## config.mk

```make
export PLATFORM = sky130hd
export DESIGN_NAME = rijndael_shift_rows_pipe
export DESIGN_NICKNAME = d
export VERILOG_FILES = /design/src/rtl/rijndael_shift_rows_pipe.sv
export SDC_FILE = /design/constraint.sdc
export NUM_CORES = 1
export LEC_CHECK = 0
export BUFFER_PORTS_ARGS = -buffer_cell sky130_fd_sc_hd__buf_2
export CORE_ASPECT_RATIO = 1.5
export CORE_MARGIN = 1.5
export CORE_UTILIZATION = 55
export DETAILED_ROUTE_END_ITERATION = 8
export HOLD_SLACK_MARGIN = 0.05
export PLACE_DENSITY = 0.81
export SLEW_MARGIN = 0
export SYNTH_ARGS = -nofsm -noshare
export SYNTH_HDL_FRONTEND = slang
export SYNTH_SLANG_ARGS = --single-unit
```

## constraint.sdc

```tcl
create_clock -name clk -period 3.9 [get_ports clk]
set_input_delay 0.39 -clock clk [delete_from_list [all_inputs] [get_ports clk]]
set_output_delay 0.39 -clock clk [all_outputs]
set_load 0.01 [all_outputs]
```

## src/rtl/rijndael_shift_rows_pipe.sv

```systemverilog
// Registered ShiftRows / InvShiftRows stage for Rijndael states of NB = 4, 6
// or 8 columns. Direction is chosen per block. A sideband tag rides along
// unchanged. A 2-entry buffer (head + tail) decouples the upstream handshake
// from downstream back-pressure, so in_ready never looks at out_ready.
module rijndael_shift_rows_pipe #(
  parameter int NB    = 4,
  parameter int TAG_W = 4,
  parameter int CNT_W = 16
) (
  input  logic                clk,
  input  logic                rst_n,
  input  logic                in_valid,
  output logic                in_ready,
  input  logic [32*NB-1:0]    in_data,
  input  logic                in_inv,
  input  logic [TAG_W-1:0]    in_tag,
  output logic                out_valid,
  input  logic                out_ready,
  output logic [32*NB-1:0]    out_data,
  output logic [TAG_W-1:0]    out_tag,
  output logic [CNT_W-1:0]    blk_count
);

  localparam int W = 32 * NB;

  // Occupancy encoding of the two-entry buffer.
  localparam logic [1:0] ST_EMPTY = 2'd0;
  localparam logic [1:0] ST_ONE   = 2'd1;
  localparam logic [1:0] ST_FULL  = 2'd2;

  // Only the three Rijndael block widths have defined row offsets.
  if (!(NB == 4 || NB == 6 || NB == 8)) begin : g_bad_nb
    $error("rijndael_shift_rows_pipe: NB must be 4, 6 or 8");
  end
  if (TAG_W < 1) begin : g_bad_tag
    $error("rijndael_shift_rows_pipe: TAG_W must be >= 1");
  end

  // Row rotation amounts; rows 2 and 3 rotate one further for 256-bit blocks.
  function automatic int row_shift(input int r);
    case (r)
      0:       row_shift = 0;
      1:       row_shift = 1;
      2:       row_shift = (NB == 8) ? 3 : 2;
      default: row_shift = (NB == 8) ? 4 : 3;
    endcase
  endfunction

  typedef struct packed {
    logic [TAG_W-1:0] tag;
    logic [W-1:0]     data;
  } ent_t;

  // Both directions are pure wiring; a single 2:1 mux picks per block.
  logic [W-1:0] enc_data, dec_data, xf_data;

  for (genvar c = 0; c < NB; c++) begin : g_col
    for (genvar r = 0; r < 4; r++) begin : g_row
      localparam int SH      = row_shift(r);
      localparam int ENC_SRC = (c + SH) % NB;
      localparam int DEC_SRC = (c - SH + NB) % NB;
      // Byte 4*c+r sits MSB-first, so column 0 row 0 is the top byte.
      localparam int DST     = W - 8 - 8 * (4 * c + r);
      localparam int ENC_LSB = W - 8 - 8 * (4 * ENC_SRC + r);
      localparam int DEC_LSB = W - 8 - 8 * (4 * DEC_SRC + r);
      assign enc_data[DST +: 8] = in_data[ENC_LSB +: 8];
      assign dec_data[DST +: 8] = in_data[DEC_LSB +: 8];
    end
  end

  assign xf_data = in_inv ? dec_data : enc_data;

  logic [1:0]       state_q, state_d;
  ent_t             head_q, head_d;
  ent_t             tail_q, tail_d;
  logic [CNT_W-1:0] cnt_q, cnt_d;
  ent_t             new_ent;
  logic             acc, cmp;

  assign in_ready  = (state_q == ST_EMPTY) || (state_q == ST_ONE);
  assign out_valid = (state_q == ST_ONE)   || (state_q == ST_FULL);
  assign out_data  = head_q.data;
  assign out_tag   = head_q.tag;
  assign blk_count = cnt_q;

  assign acc = in_valid && in_ready;
  assign cmp = out_valid && out_ready;

  always_comb begin
    new_ent.tag  = in_tag;
    new_ent.data = xf_data;
  end

  // Buffer next state: head is always the oldest entry, tail only used when full.
  always_comb begin
    state_d = state_q;
    head_d  = head_q;
    tail_d  = tail_q;
    case (state_q)
      ST_EMPTY: begin
        if (acc) begin
          head_d  = new_ent;
          state_d = ST_ONE;
        end
      end
      ST_ONE: begin
        if (acc && cmp) begin
          // Head leaves and the new block takes its place.
          head_d = new_ent;
        end else if (acc) begin
          tail_d  = new_ent;
          state_d = ST_FULL;
        end else if (cmp) begin
          // Head keeps its stale value; out_valid low makes it don't-care.
          state_d = ST_EMPTY;
        end
      end
      ST_FULL: begin
        // in_ready is low here, so the only possible event is a completion.
        if (cmp) begin
          head_d  = tail_q;
          state_d = ST_ONE;
        end
      end
      default: state_d = ST_EMPTY;
    endcase
  end

  // Completed-block counter, free-running wrap.
  always_comb begin
    cnt_d = cnt_q;
    if (cmp) cnt_d = cnt_q + CNT_W'(1);
  end

  // State registers; reset discards any buffered blocks at once.
  always_ff @(posedge clk or negedge rst_n) begin
    if (!rst_n) begin
      state_q <= ST_EMPTY;
      head_q  <= '0;
      tail_q  <= '0;
      cnt_q   <= '0;
    end else begin
      state_q <= state_d;
      head_q  <= head_d;
      tail_q  <= tail_d;
      cnt_q   <= cnt_d;
    end
  end

endmodule

```

Word level (Yosys, flattened, before mapping)
Index checks and enable logic that the tools add are counted.
- input port bits: 137
- memories kept: 0
- register bits after elaboration: 282
- RAM bits: 0
- output and inout port bits: 150
- ROM bits: 0
- latch bits: 0
- word-level logic and storage cells: 36
- $mul: 0
- shift-type cells: 0
- equality and inequality tests: 7
- $lt $le $gt $ge: 0
- bitwise operators: 1
- reductions and logical operators: 10
- mux-type cells: 11
- div/mod/pow operators: 0
- $add $sub $neg: 1
- operators by type and width (operator ; number):
    132-bit 2-to-1 mux ; 3
    132-bit case mux with 3 select lines ; 1
    120-bit 2-to-1 mux ; 1
    16-bit by 1-bit adder with 16-bit output, second input constant ; 1
    2-bit 2-to-1 mux ; 5
    4-bit AND reduction ; 2
    2-bit != test, second input constant ; 3
    2-bit case mux with 3 select lines ; 1
    1-bit logical AND ; 3
    3-bit != test, second input constant ; 1
    3-bit AND reduction ; 1
    3-bit nonzero test ; 1
    2-bit by 1-bit equality test with 1-bit output, second input constant ; 1
    2-bit equality test, second input constant ; 1
    2-bit zero test ; 1
    1-bit logical OR ; 2
    2-bit by 1-bit != test with 1-bit output, second input constant ; 1
    1-bit NOT ; 1

Longest topological paths before layout
- depth after elaboration: 7
- depth in mapped cells: 10
- mapped depth without buffers: 6

Worst setup path before layout
No wires, ideal clock.
- path type: register to register
- start point: reg state_q[0]
- end point: reg head_q (netlist bit out_data[59])
- arrival time: 1.781 ns
- required time: 3.766 ns
- buffers on the path: 2
- cell stages (with the launch flop): 8
- setup slack: 1.985 ns
- period minus slack after synthesis: 1.915 ns
- library setup time: 0.134 ns
- path through: dfrtp_1 -> inv_1 -> ha_1 -> and3_1 -> o2111ai_2 -> buf_2 -> clkbuf_1 -> o21ai_0
- longest elaborated chain between the ends: 6
- elaborated cells between the ends (all ways): 14
- classes of those cells: eq/ne: 5; mux: 1; reduce/logical: 8
- ends and longest elaborated chain (what ; line ; text):
    from (decl) ; 73 ; logic [1:0] state_q, state_d;
    from (signal assigned) ; 143 ; state_q <= state_d;
    2-bit by 1-bit equality test with 1-bit output or 2-bit equality test (tied branches) ; 81 ; assign out_valid = (state_q == ST_ONE) || (state_q == ST_FULL);
    1-bit logical OR (*) ; 81 ;
    net out_valid ; 17 ; output logic out_valid,
    1-bit logical AND (*) ; 87 ; assign cmp = out_valid && out_ready;
    1-bit logical AND ; 107 ; if (acc && cmp) begin
    2-bit by 1-bit != test with 1-bit output (no source line) ; - ;
    4-bit AND reduction (no source line) (*) ; - ;
    to (signal assigned) ; 139 ; head_q <= '0;
    to (signal assigned) ; 144 ; head_q <= head_d;
    to (decl) ; 74 ; ent_t head_q, head_d;
The timed path passes the listed nets; every way through them passes the cells marked *.
A chain may end at the register's enable or synchronous reset.

Worst setup path in the final report
- start point: reg state_q[0]
- end point: reg tail_q[69] in the netlist's numbering
- longest elaborated chain between the ends: 6
- elaborated cells between the ends (all ways): 10
- classes of those cells: eq/ne: 2; bitwise: 1; reduce/logical: 7
- ends and longest elaborated chain (what ; line ; text):
    2-bit by 1-bit equality test with 1-bit output (tied with other cells) ; 80, 81, 99 ;
    1-bit logical OR (on tied branches) ; 80, 81 ;
    1-bit logical AND (on tied branches) ; 86, 87 ;
    1-bit logical AND ; 107 ;
    1-bit NOT (no source line) ; - ;
    3-bit AND reduction (no source line) (*) ; - ;
    to (signal assigned) ; 145 ; tail_q <= tail_d;
    to (decl) ; 75 ; ent_t tail_q, tail_d;
Every way passes the cells marked *; elsewhere a longest branch is shown, timed or not.

==> metrics <==
Hold WC Path Type=input port to flip-flop; peak supply drop=1.329 mV; Leak=approximately 7.0 nW; Max Clock Skew=0.009671 ns; CP max stage cell=and3_4; Post-synth EDFFs=0; grt ovf=0; WL/cell=16.47 um; register-to-register setup slack=1.39 ns; fraction of the mapped netlist area in adder cells=less than 1%; Buf/Inv on CP=3; fillers=1654; GP Congestion=0.8531; Synth cell types=30; worst path arrival time=2.95 ns; Port Buf Inserts=286; simple-gate share of the synthesized area=9.325%; share of the synthesized area in the top cell type=57.29%; synthesized area per cell=10.72 um2; Synth Instances=1149; dpl ws=1.466 ns; DIE AREA=23320 um2; cell taking the most area after synthesis=dfrtp_1; Initial Util=between 50% and 60%; crit share post-route=64.33%; Sink Count=about 280; xor/xnor cell area share of the yosys netlist=1.067%; largest family of logic cells by synthesized area=multiplexers; layout cells sized above 1=29.35%; CTS tree=built; Clk Latency, worst-skew pair=0.52 ns; mux cell area share after synthesis=17.03%; total number of vias=9188; post-CTS sizing=0; CTS H-Tree Depth=1; type of element capturing the critical path=flip-flop; synth warn=0; Avg Vias per Cell=around 5.4; unrepaired setup endpoints after global routing=false; Critical Path Max Stage Delay=0.49 ns; DRC Markers=0; Setup TNS Final=0 ns; most common cell in the netlist=dfrtp_1; path type of the worst setup path=flip-flop to flip-flop; slew of the pin with the lowest slew margin=1.039 ns; critical path data required time=~4.3 ns; vias in the first global route=8986; crit path max fanout=roughly 70; Routed Antenna Nets=0; Die Height=186.3 um; DP Wirelength=about 18 mm; outcome=completed; max_slew headroom=a little under a third; CTS Root Cell=clkbuf_16; sequential area share after synthesis=57.29%; PD cells=a little under 900 nW/um2; Chip Width=125.2 um; Area contributors post-synth=dfrtp_1 57%, mux2i_1 11%, mux2_2 6.3%, a21oi_1 5.3%, o21ai_0 4.8%; fmax=0.3986 GHz; Synth top cells by count=282 x dfrtp_1, 137 x nand2_1, 133 x nor2_1, 132 x mux2i_1, 130 x a21oi_1; drt pass-1 iters=5; num rows=between 60 and 70; Async SR Flop Fraction=100.0%; cts bufs inserted=26; CP Launch Type=flip-flop; initial antenna violation count=5; Primary FF master, synth=dfrtp_1; total track usage=a little under a quarter; clock-pin slew on the worst setup and hold paths=around 0.060 ns; Cell Area, Synth=12320 um2; crit-path cells=inv_1, ha_1, nand2_2, and3_4, buf_12, buf_4, nor2_1, a21oi_1; CP top delay family=simple AND/OR/NAND/NOR gates; Final Critical Period=around 2.5 ns; largest net degree at the start of global routing=199; setup violators final=0; Hold Vio Cnt, Final=0; core footprint=about 22000 um2; P&R area growth vs syn=20.38%; io pins=287; final worst slack=1.391 ns; Clock Path Buffers=3; first-pass GRT wire length=44.50 mm; Slew Viols, Final=0; final wirelength=27.85 mm; 1st-iter DRT viols=roughly 590; post-synthesis compound-gate area fraction=approximately 11%; FF+latch count, synth=282; maxcap violations=0; Final nets=1538; Syn Nets=1291
[through the flow]
| step | hold slack (ns) | power (mW) | area, um2 | instances | utilization [%] |
|---|---|---|---|---|---|
| finish | 0.1131 | 13.05 | 14830 | 1691 | 68.02 |
| global route | 0.1015 | 14.01 | 14830 | 1691 | 68.02 |
| CTS | 0.09751 | 13.19 | 14820 | 1686 | 67.96 |
| detailed placement | 0.4615 | 10.38 | 13870 | 1639 | 63.61 |
| global placement | 0.4560 | 10.12 | 13870 | 1639 | 63.61 |
| floorplan | 0.09441 | 8.789 | 12320 | 1149 | - |
[cells by family (layout without fill, tap and decap cells)]
logic type | Yosys count | after routing
AND/OR/NAND/NOR | 293 | 293
flip-flops | 282 | 282
AO/OA/AOI/OAI | 268 | 268
multiplexers | 201 | 201
buffers and inverters | 85 | 350
XOR/XNOR | 15 | 15
adder cells (fa/ha/maj) | 5 | 5
other | 0 | 5
[per-layer routing]
layer,GRT usage [%],vias up,wire length [um]
met5,0,-,0
li1,-,4428,-
met2,41.29,282,14400
met4,9.136,0,1026
met3,3.747,65,1490
met1,28.74,4413,10930
[state kept, by name (all words and copies together) (netlist names)]
register   cells
tail_q       132
out_tag        4
blk_count     16
state_q        2
out_data     128
[final timing paths]
path | endpoint | start | depth (start not counted)
min in group asynchronous | blk_count[4] | rst_n | 2
hold / removal | tail_q[107] | in_data[43] | 2
setup reg to reg | tail_q[69] | state_q[0] | 8
setup / recovery | tail_q[69] | state_q[0] | 8
max in group asynchronous | out_data[47] | rst_n | 3
hold reg to reg | blk_count[15] | blk_count[15] | 1
[power breakdown]
part | internal (mW) | switching [mW]
logic | 2.11 | 3.04
clock network | 1.69 | 1.06
registers | 4.40 | 0.755
total | 8.19 | 4.85
[final cells by class]
| cell class | instances | area, um2 | share of cell area (%) |
|---|---|---|---|
| Tap cell | 272 | 340.3 | 2.295 |
| Timing Repair Buffer | 299 | 1632 | 11.00 |
| Clock buffer | 36 | 759.5 | 5.122 |
| Sequential cell | 282 | 7057 | 47.59 |
| Antenna cell | 5 | 12.51 | 0.08438 |
| Multi-Input combinational cell | 782 | 4831 | 32.58 |
| Clock inverter | 10 | 177.7 | 1.198 |
| Inverter | 5 | 18.77 | 0.1266 |
[timing repair]
item / 4_1_cts / 5_1_grt
buffers inserted: 0 / 0
hold endpoints to repair: 43 / 0
hold buffers: 1 / 0
[layout by cell type (no fill, tap or decap), drive strengths merged, types with 2 or more instances in the layout]
master / n
a21oi: 130
and3: 5
buf: 298
bufinv: 5
clkbuf: 36
clkinv: 4
dfrtp: 282
diode: 5
ha: 5
inv: 5
mux2: 69
mux2i: 132
nand2: 138
nand2b: 2
nand3: 7
nand4: 3
nor2: 133
nor3: 4
o21ai: 134
xnor2: 8
xor2: 7
(Power assumes the default switching activity.)
